==> src/rtl/dmem_pkg.sv <==
// Shared definitions for the data-memory access controller and the core decode stage.
// Holds the command opcodes, the FSM state codes and the default sizes.
package dmem_pkg;

  localparam int DEF_DATA_W    = 16;
  localparam int DEF_ADDR_W    = 16;
  localparam int DEF_LEN_W     = 8;
  localparam int DEF_MEM_DEPTH = 10;

  typedef logic [1:0] op_t;
  typedef logic [1:0] state_t;

  localparam op_t OP_LOAD  = 2'b00;
  localparam op_t OP_STORE = 2'b01;
  localparam op_t OP_COPY  = 2'b10;
  localparam op_t OP_FILL  = 2'b11;

  localparam state_t ST_IDLE = 2'b00;
  localparam state_t ST_RD   = 2'b01;
  localparam state_t ST_WR   = 2'b10;
  localparam state_t ST_RESP = 2'b11;

  // COPY and FILL are the multi-word commands that honour req_len.
  function automatic logic is_block_op(input op_t op);
    return op[1];
  endfunction

endpackage

==> src/rtl/dmem_range_chk.sv <==
// Combinational range check for a memory command.
// Sums are widened by one bit beyond address+length so no wrap can hide an overflow.
module dmem_range_chk #(
  parameter int ADDR_W    = dmem_pkg::DEF_ADDR_W,
  parameter int LEN_W     = dmem_pkg::DEF_LEN_W,
  parameter int MEM_DEPTH = dmem_pkg::DEF_MEM_DEPTH
) (
  input  logic [1:0]        op,
  input  logic [ADDR_W-1:0] addr_a,
  input  logic [ADDR_W-1:0] addr_b,
  input  logic [LEN_W-1:0]  len,
  output logic              err
);
  import dmem_pkg::*;

  localparam int SUM_W = ADDR_W + LEN_W + 1;

  logic [SUM_W-1:0] end_a;
  logic [SUM_W-1:0] end_b;
  logic [SUM_W-1:0] depth;

  assign end_a = SUM_W'(addr_a) + SUM_W'(len);
  assign end_b = SUM_W'(addr_b) + SUM_W'(len);
  assign depth = SUM_W'(MEM_DEPTH);

  always_comb begin
    err = 1'b0;
    case (op)
      OP_LOAD, OP_STORE: err = (SUM_W'(addr_a) >= depth);
      OP_COPY:           err = (end_a > depth) || (end_b > depth);
      default:           err = (end_b > depth);
    endcase
  end

endmodule

==> src/rtl/dmem_access_ctrl.sv <==
// Initiator-side controller for the single-port data memory: runs LOAD/STORE/COPY/FILL
// as RD/WR cycle sequences and returns one response pulse per command.
module dmem_access_ctrl #(
  parameter int DATA_W    = dmem_pkg::DEF_DATA_W,
  parameter int ADDR_W    = dmem_pkg::DEF_ADDR_W,
  parameter int LEN_W     = dmem_pkg::DEF_LEN_W,
  parameter int MEM_DEPTH = dmem_pkg::DEF_MEM_DEPTH
) (
  input  logic              clk,
  input  logic              rst,
  input  logic              req_valid,
  output logic              req_ready,
  input  logic [1:0]        req_op,
  input  logic [ADDR_W-1:0] req_addr_a,
  input  logic [ADDR_W-1:0] req_addr_b,
  input  logic [LEN_W-1:0]  req_len,
  input  logic [DATA_W-1:0] req_wdata,
  output logic              resp_valid,
  output logic [DATA_W-1:0] resp_data,
  output logic              resp_err,
  output logic              mem_wr_en,
  output logic              mem_rd_en,
  output logic [ADDR_W-1:0] mem_addr,
  output logic [DATA_W-1:0] mem_wdata,
  input  logic [DATA_W-1:0] mem_rdata
);
  import dmem_pkg::*;

  state_t            state_reg;
  op_t               op_reg;
  logic [ADDR_W-1:0] addr_a_reg;
  logic [ADDR_W-1:0] addr_b_reg;
  logic [LEN_W-1:0]  len_reg;
  logic [LEN_W-1:0]  cnt_reg;
  logic              err_reg;
  logic [ADDR_W-1:0] mem_addr_reg;
  logic [DATA_W-1:0] mem_wdata_reg;
  logic [DATA_W-1:0] resp_data_reg;

  logic              range_err;
  logic              last_word;
  logic [ADDR_W-1:0] cnt_ext;
  logic [ADDR_W-1:0] cnt_inc;

  dmem_range_chk #(
    .ADDR_W   (ADDR_W),
    .LEN_W    (LEN_W),
    .MEM_DEPTH(MEM_DEPTH)
  ) u_range_chk (
    .op    (req_op),
    .addr_a(req_addr_a),
    .addr_b(req_addr_b),
    .len   (req_len),
    .err   (range_err)
  );

  assign last_word = (cnt_reg == len_reg - LEN_W'(1));
  assign cnt_ext   = ADDR_W'(cnt_reg);
  assign cnt_inc   = ADDR_W'(cnt_reg) + ADDR_W'(1);

  assign req_ready  = (state_reg == ST_IDLE);
  assign resp_valid = (state_reg == ST_RESP);
  assign resp_err   = (state_reg == ST_RESP) && err_reg;
  assign mem_rd_en  = (state_reg == ST_RD);
  assign mem_wr_en  = (state_reg == ST_WR);
  assign mem_addr   = mem_addr_reg;
  assign mem_wdata  = mem_wdata_reg;
  assign resp_data  = resp_data_reg;

  // mem_addr/mem_wdata are loaded on entry to RD/WR so they hold in IDLE and RESP.
  always_ff @(posedge clk or posedge rst) begin
    if (rst) begin
      state_reg     <= ST_IDLE;
      op_reg        <= OP_LOAD;
      addr_a_reg    <= '0;
      addr_b_reg    <= '0;
      len_reg       <= '0;
      cnt_reg       <= '0;
      err_reg       <= 1'b0;
      mem_addr_reg  <= '0;
      mem_wdata_reg <= '0;
      resp_data_reg <= '0;
    end else begin
      case (state_reg)
        ST_IDLE: begin
          if (req_valid) begin
            op_reg     <= req_op;
            addr_a_reg <= req_addr_a;
            addr_b_reg <= req_addr_b;
            len_reg    <= req_len;
            cnt_reg    <= '0;
            err_reg    <= range_err;
            if (range_err || (is_block_op(req_op) && req_len == '0)) begin
              state_reg <= ST_RESP;
            end else begin
              case (req_op)
                OP_LOAD: begin
                  state_reg    <= ST_RD;
                  mem_addr_reg <= req_addr_a;
                end
                OP_STORE: begin
                  state_reg     <= ST_WR;
                  mem_addr_reg  <= req_addr_a;
                  mem_wdata_reg <= req_wdata;
                end
                OP_COPY: begin
                  state_reg    <= ST_RD;
                  mem_addr_reg <= req_addr_a;
                end
                default: begin
                  state_reg     <= ST_WR;
                  mem_addr_reg  <= req_addr_b;
                  mem_wdata_reg <= req_wdata;
                end
              endcase
            end
          end
        end
        ST_RD: begin
          if (op_reg == OP_LOAD) begin
            resp_data_reg <= mem_rdata;
            state_reg     <= ST_RESP;
          end else begin
            // The write-data register doubles as the COPY word buffer.
            mem_wdata_reg <= mem_rdata;
            mem_addr_reg  <= addr_b_reg + cnt_ext;
            state_reg     <= ST_WR;
          end
        end
        ST_WR: begin
          if (op_reg == OP_STORE || last_word) begin
            state_reg <= ST_RESP;
          end else begin
            cnt_reg <= cnt_reg + LEN_W'(1);
            if (op_reg == OP_FILL) begin
              mem_addr_reg <= addr_b_reg + cnt_inc;
            end else begin
              mem_addr_reg <= addr_a_reg + cnt_inc;
              state_reg    <= ST_RD;
            end
          end
        end
        default: state_reg <= ST_IDLE;
      endcase
    end
  end

endmodule

==> config.mk <==
export PLATFORM = sky130hd
export DESIGN_NAME = dmem_access_ctrl
export DESIGN_NICKNAME = d
export VERILOG_FILES = /design/src/rtl/dmem_pkg.sv /design/src/rtl/dmem_range_chk.sv /design/src/rtl/dmem_access_ctrl.sv
export SDC_FILE = /design/constraint.sdc
export NUM_CORES = 1
export LEC_CHECK = 0
export ABC_AREA = 1
export BUFFER_PORTS_ARGS = -buffer_cell sky130_fd_sc_hd__buf_2
export CORE_MARGIN = 10
export CORE_UTILIZATION = 63
export CTS_CLUSTER_SIZE = 16
export DETAILED_ROUTE_END_ITERATION = 6
export PLACE_DENSITY = 0.94
export SLEW_MARGIN = 25
export SYNTH_ARGS = -nofsm -noshare
export SYNTH_HDL_FRONTEND = slang
export SYNTH_HIERARCHICAL = 1
export SYNTH_SLANG_ARGS = --single-unit
==> constraint.sdc <==
create_clock -name clk -period 9.15 [get_ports clk]
set_input_delay 1.3725 -clock clk [delete_from_list [all_inputs] [get_ports clk]]
set_output_delay 1.3725 -clock clk [all_outputs]
set_load 0.005 [all_outputs]
==> results by group, run 1 <==
Floorplan
  – Die height: ~140 um
  – CORE AREA: ~13000 sq um
  – Die ar.: 18300 sq um
  – Die width: ~140 um
  – I/O Pins: 130
  – Initial Utilization: 0.637
  – Site Rows: 42

STA
  – Worst Slack Setup Final: 4.70 ns
  – Final Cycle Share: 0.486
  – TNS Setup: 0 ns
  – Setup Skew: 0.00975 ns
  – Worst-Margin Slew: slightly above 0.9 ns
  – RSZ-0062 raised after global routing: no
  – Max Clock Freq: 225 MHz
  – Setup violators final: 0
  – Fin crit period: ~4.4 ns
  – Slew HR: 0.380
  – WHS: approximately 0.47 ns
  – Hold Fails Final Rpt: 0
  – Max-slew violations: 0

Worst setup path
  – Worst R2R Start: cnt_reg[0]
  – Worst path most repeated cell: nand2_1
  – Worst setup SP type: input port
  – WS Path Type: input port to flop
  – FF-to-FF End: mem_addr[13]
  – Req. time, crit path: approximately 9.5 ns
  – Critical Path AT: roughly 4.8 ns
  – CP max stage delay: ~0.38 ns
  – Reg2reg path depth: 19
  – Crit path max fanout: 23
  – Crit-path slowest cell: fa_1
  – R2r setup slk: approximately 6 ns
  – Critical Path End Type: flop

Logic synthesis
  – Post-synth top area share: 0.302
  – Syn_area_per_cell: approximately 6.3 sq um
  – Cells after Synth: approximately 1300
  – Synth area leaders: dfrtp_1, nand2_1, inv_1
  – Synth cell types: 50
  – Leading area contributor after synthesis: dfrtp_1
  – Cell Area, Synth: 8360 sq um
  – Warnings from Yosys: 6
  – Syn Nets: 1449
  – Sequential share of the synthesized area: 0.302
  – Yosys reg bits: approximately 100

Placed design
  – Final GP Congestion: between 1 and 1.5
  – Port Buffers: 129
  – Pre-CTS setup slack: 4.09 ns
  – Placed cell area: slightly above 9000 sq um
  – Hpwl dp: 20300 um

Final layout
  – Fraction of layout cells with a size suffix above 1: 0.132
  – Final Core Density: 0.715
  – Final net count: 1558
  – Layout area overhead: 12.3%
  – N_diodes: 0
  – Post-Layout Inst Area: ~9400 sq um
  – Filler cells: 1128

GRT
  – GRT Util Overall: 0.276
  – First-pass GRT wire length: about 41000 um
  – Initial antenna violation count: 0
  – Vias in the first global route: approximately 8500
  – Largest net degree at the start of global routing: 56
  – Global route overflow: 0

Power and ir drop
  – PwrDens: 288 nW/um^2
  – Peak supply drop: about 0.16 mV
  – Leakage power total: 0.00531 uW

Clock network
  – Skew-Pair Late Insertion Delay: between 0.3 and 0.4 ns
  – TritonCTS clock tree: yes
  – Sink Count: a little over 100
  – Root Buffer Master: clkbuf_16
  – CTS clock-pin slew for the worst setup and hold paths: about 0.070 ns
  – Gates resized, CTS repair: 0
  – Postcts setup bufs: 0
  – H-tree levels: 3
  – TritonCTS buffer count: 9
  – Clk buf depth: 2
  – CTS Hold Buffers Added: 0

Route
  – DR vias/cell: ~5.6
  – First-pass DRT Iterations: 7
  – Wire per inst: around 16 um
  – Vias: ~9100
  – WL final: roughly 26000 um
  – Number of DRC markers in iteration 0: ~1100
  – Post-route ant nets: 0
  – Drc violations: 1

Worst hold path
  – Hold Path Stages: 2
  – HP Start: resp_data[14]
  – Hold path endpoint: resp_data[14]
  – Min-delay worst type: flop to flop

Flow run
  – Max-cap violation count: 0

Status
  – Failing checks: design-rule violations
  – Status: finished with violations
-- power by group --
group	total (uW)	switching, uW	internal (uW)	leakage (uW)
combinational	1510	988	521	0.00394
sequential	825	171	653	0.00124
clock	369	179	190	0.000134
total	2700	1340	1360	0.00531
-- cells in the final DEF (no fill, tap or decap), drive strengths merged, types with 7 or more instances in the layout --
master,n
buf,132
o21a,16
o21ai,110
nand3,111
o211ai,7
nand3b,8
dfrtp,101
nand2,494
inv,194
nand4,24
xor2,8
nor3,10
a21oi,24
nor2,114
ha,39
clkbuf,10
-- Yosys cell counts (all sizes together) --
cell     count
nand3      111
and3         1
a22o         1
o22ai        2
a21oi       24
nor3        10
clkbuf      22
a21boi       2
or2          6
and2         2
o2111ai      1
nor2       114
xnor2        6
o21a        16
mux2         2
a31oi        1
dfrtp      101
fa           4
o21bai       2
xnor3        1
xor2         8
nand3b       8
nand4       24
o211ai       7
o21ai      110
a21o         1
nand2b       1
inv        193
buf         12
ha          39
nand2      494
nor4         3
-- metrics by stage --
stage | total power, uW | cells
final | 2700 | 1619
after global routing | 2900 | 1619
after CTS | 2660 | 1619
after detailed placement | 2280 | 1603
after global placement | 2230 | 1603
after floorplan | 1820 | 1329
-- layout make-up --
cell class | count | area (sq um) | area share
Clock inverter | 6 | 60.1 | 0.00639
Tap cell | 176 | 220 | 0.0234
Multi-Input combinational cell | 1001 | 4960 | 0.528
Timing Repair Buffer | 132 | 668 | 0.0711
Clock buffer | 10 | 229 | 0.0244
Sequential cell | 101 | 2530 | 0.269
Inverter | 193 | 729 | 0.0777
-- how the worst max path moves through the flow --
stage,from,to,slack (ns),cells after the start
2_1_floorplan,rst,addr_a_reg[0],5.13,1
3_3_place_gp,req_len[0],mem_wdata[15],4.34,23
3_5_place_dp,req_len[0],mem_wdata[4],4.09,23
4_1_cts,req_len[0],mem_wdata[4],4.50,23
5_1_grt,req_len[0],mem_wdata[4],4.33,23
6_report,req_len[0],mem_addr[1],4.70,25
-- routing by layer --
metal / vias up / global-route usage / part of all wire
met2: 463 / 0.444 / 0.45
li1: 4431 / - / -
met1: 4168 / 0.350 / 0.40
met3: 77 / 0.0530 / 0.098
met5: - / 0 / 0
met4: 0 / 0.135 / 0.048
-- kinds of logic (layout without fill, tap and decap cells) --
family / after synthesis / count (layout) / synth area share
AND/OR/NAND/NOR: 774 / 774 / 0.392
adder cells (fa/ha/maj): 43 / 43 / 0.0679
XOR/XNOR: 15 / 15 / 0.0174
multiplexers: 2 / 2 / 0.00269
AO/OA/AOI/OAI: 167 / 167 / 0.111
buffers and inverters: 227 / 341 / 0.106
flip-flops: 101 / 101 / 0.302
-- critical path: cells and delay by family --
kind                     cells  cell delay, ns
buffers and inverters        5            0.58
adder cells (fa/ha/maj)      2            0.60
AND/OR/NAND/NOR             18            2.19
Power figures use the tool's default switching activity.
==> run 2: changes to the inputs <==
CORE_UTILIZATION = 59   (was 63)
PLACE_DENSITY = 0.89   (was 0.94)
clock period = 4.5 ns   (was 9.15 ns; I/O delays follow)
==> run 2 against run 1 <==
The flow now finishes without violations. Largest power group unchanged. Hold slack improved by 0.0014 ns. Setup slack got worse by 3.8 ns. Die area increased by 5.8%. Final cell count increased by 0.37%. Critical endpoint is now mem_addr[3].
==> results by group, run 2 (synthesis results as in run 1) <==
Status
  – Status: complete, no violations

Floorplan
  – Die height: around 140 um
  – Site Rows: between 40 and 50
  – Die ar.: around 19000 sq um
  – Die width: around 140 um
  – Initial Utilization: 0.602
  – CORE AREA: ~14000 sq um
  – I/O Pins: between 100 and 150

Worst setup path
  – WS Path Type: input port to flop
  – CP max stage delay: 0.38 ns
  – Worst setup SP type: input port
  – Crit-path slowest cell: fa_1
  – Crit path max fanout: 23
  – Req. time, crit path: around 4.8 ns
  – Worst path most repeated cell: nand2_1
  – Critical Path End Type: flop
  – Critical Path AT: 3.93 ns

Flow run
  – Max-cap violation count: 0

STA
  – Worst-Margin Slew: about 0.92 ns
  – Slew HR: 0.388
  – WHS: roughly 0.47 ns
  – Max-slew violations: 0
  – Hold Fails Final Rpt: 0
  – Fin crit period: 3.64 ns
  – Setup violators final: 0
  – Max Clock Freq: roughly 270 MHz
  – Final Cycle Share: 0.808
  – Setup Skew: about 0.010 ns
  – TNS Setup: 0 ns
  – RSZ-0062 raised after global routing: no

Final layout
  – Most frequent cells in the layout: nand2_1, inv_1, buf_2, nor2_1, nand3_1
  – Post-Layout Inst Area: ~9400 sq um
  – Final Core Density: 0.678
  – Layout area overhead: 12.5%
  – Final net count: 1560
  – Filler cells: 1257
  – Fraction of layout cells with a size suffix above 1: 0.134
  – N_diodes: 0
  – Most common cell after layout, fill and taps aside: nand2_1

GRT
  – GRT Util Overall: 0.262
  – First-pass GRT wire length: 42500 um
  – Global route overflow: 0
  – Vias in the first global route: a little under 9000
  – Initial antenna violation count: 0
  – Largest net degree at the start of global routing: between 70 and 80

Placed design
  – Port Buffers: ~130
  – Placed cell area: roughly 9100 sq um
  – Hpwl dp: a little over 20000 um
  – Final GP Congestion: ~0.97

Clock network
  – Skew-Pair Late Insertion Delay: ~0.35 ns
  – CTS Hold Buffers Added: 0
  – Root Buffer Master: clkbuf_16
  – Postcts setup bufs: 0
  – Sink Count: between 100 and 150
  – TritonCTS buffer count: 9
  – TritonCTS clock tree: yes
  – CTS clock-pin slew for the worst setup and hold paths: ~0.08 ns
  – H-tree levels: 3
  – Gates resized, CTS repair: 0
  – Clk buf depth: 2

Route
  – Wire per inst: approximately 16 um
  – Vias: between 9000 and 10000
  – First-pass DRT Iterations: 7
  – DR vias/cell: between 5 and 6
  – Post-route ant nets: 0
  – Drc violations: 0
  – Number of DRC markers in iteration 0: slightly above 800
  – WL final: between 20000 and 30000 um

Power and ir drop
  – Peak supply drop: between 0.3 and 0.4 mV
  – Leakage power total: roughly 0.0053 uW
  – PwrDens: roughly 580 nW/um^2

Worst hold path
  – Min-delay worst type: flop to flop
## run 2: cell count changes in the layout (fill, tap and decap cells not counted), sizes merged
cell,before,now
buf,132,134
## run 2: final timing paths
check	start	cells past startpoint	slack (ns)	endpoint
setup / recovery	req_len[0]	25	0.86	mem_addr[3]
hold / removal	resp_data[5]	2	0.47	resp_data[5]
setup reg to reg	cnt_reg[1]	19	1.40	mem_addr[9]
hold reg to reg	resp_data[5]	2	0.47	resp_data[5]
max in group asynchronous	rst	3	3.09	mem_addr[8]
min in group asynchronous	rst	2	0.54	cnt_reg[3]
## run 2: metrics by stage
| step | instances | setup WS [ns] | total power (uW) |
|---|---|---|---|
| floorplan | 1329 | 1.18 | 3710 |
| global placement | 1609 | 0.738 | 4560 |
| detailed placement | 1609 | 0.591 | 4690 |
| CTS | 1625 | 0.941 | 5450 |
| global route | 1625 | 0.461 | 5940 |
| finish | 1625 | 0.863 | 5500 |
## run 2: cell type report
| type | count | area, sq um | share of cell area |
|---|---|---|---|
| clock inverters | 6 | 60.1 | 0.00639 |
| repair buffers | 134 | 683 | 0.0726 |
| well taps | 180 | 225 | 0.0239 |
| clock buffers | 10 | 229 | 0.0243 |
| multi-input cells | 1001 | 4950 | 0.526 |
| inverters | 193 | 729 | 0.0776 |
| flip-flops and latches | 101 | 2530 | 0.269 |
## run 2: report_power, final
group	switching [uW]	internal, uW	leakage, uW
sequential	348	1330	0.00124
combinational	2010	1060	0.00395
clock	365	386	0.000134
total	2720	2780	0.00532
## run 2: critical path, delay by kind of cell
kind	cells	cell delay [ns]
buffers and inverters	5	0.61
and+or+nand+nor	18	2.02
adders and majority gates	2	0.60
## run 2: layer usage
metal  wire length (um)  GRT usage  share of wire
met5                  0          0              0
met4               1120      0.114          0.043
met3               2570     0.0623          0.099
met2              12000      0.434           0.46
met1              10400      0.317           0.40
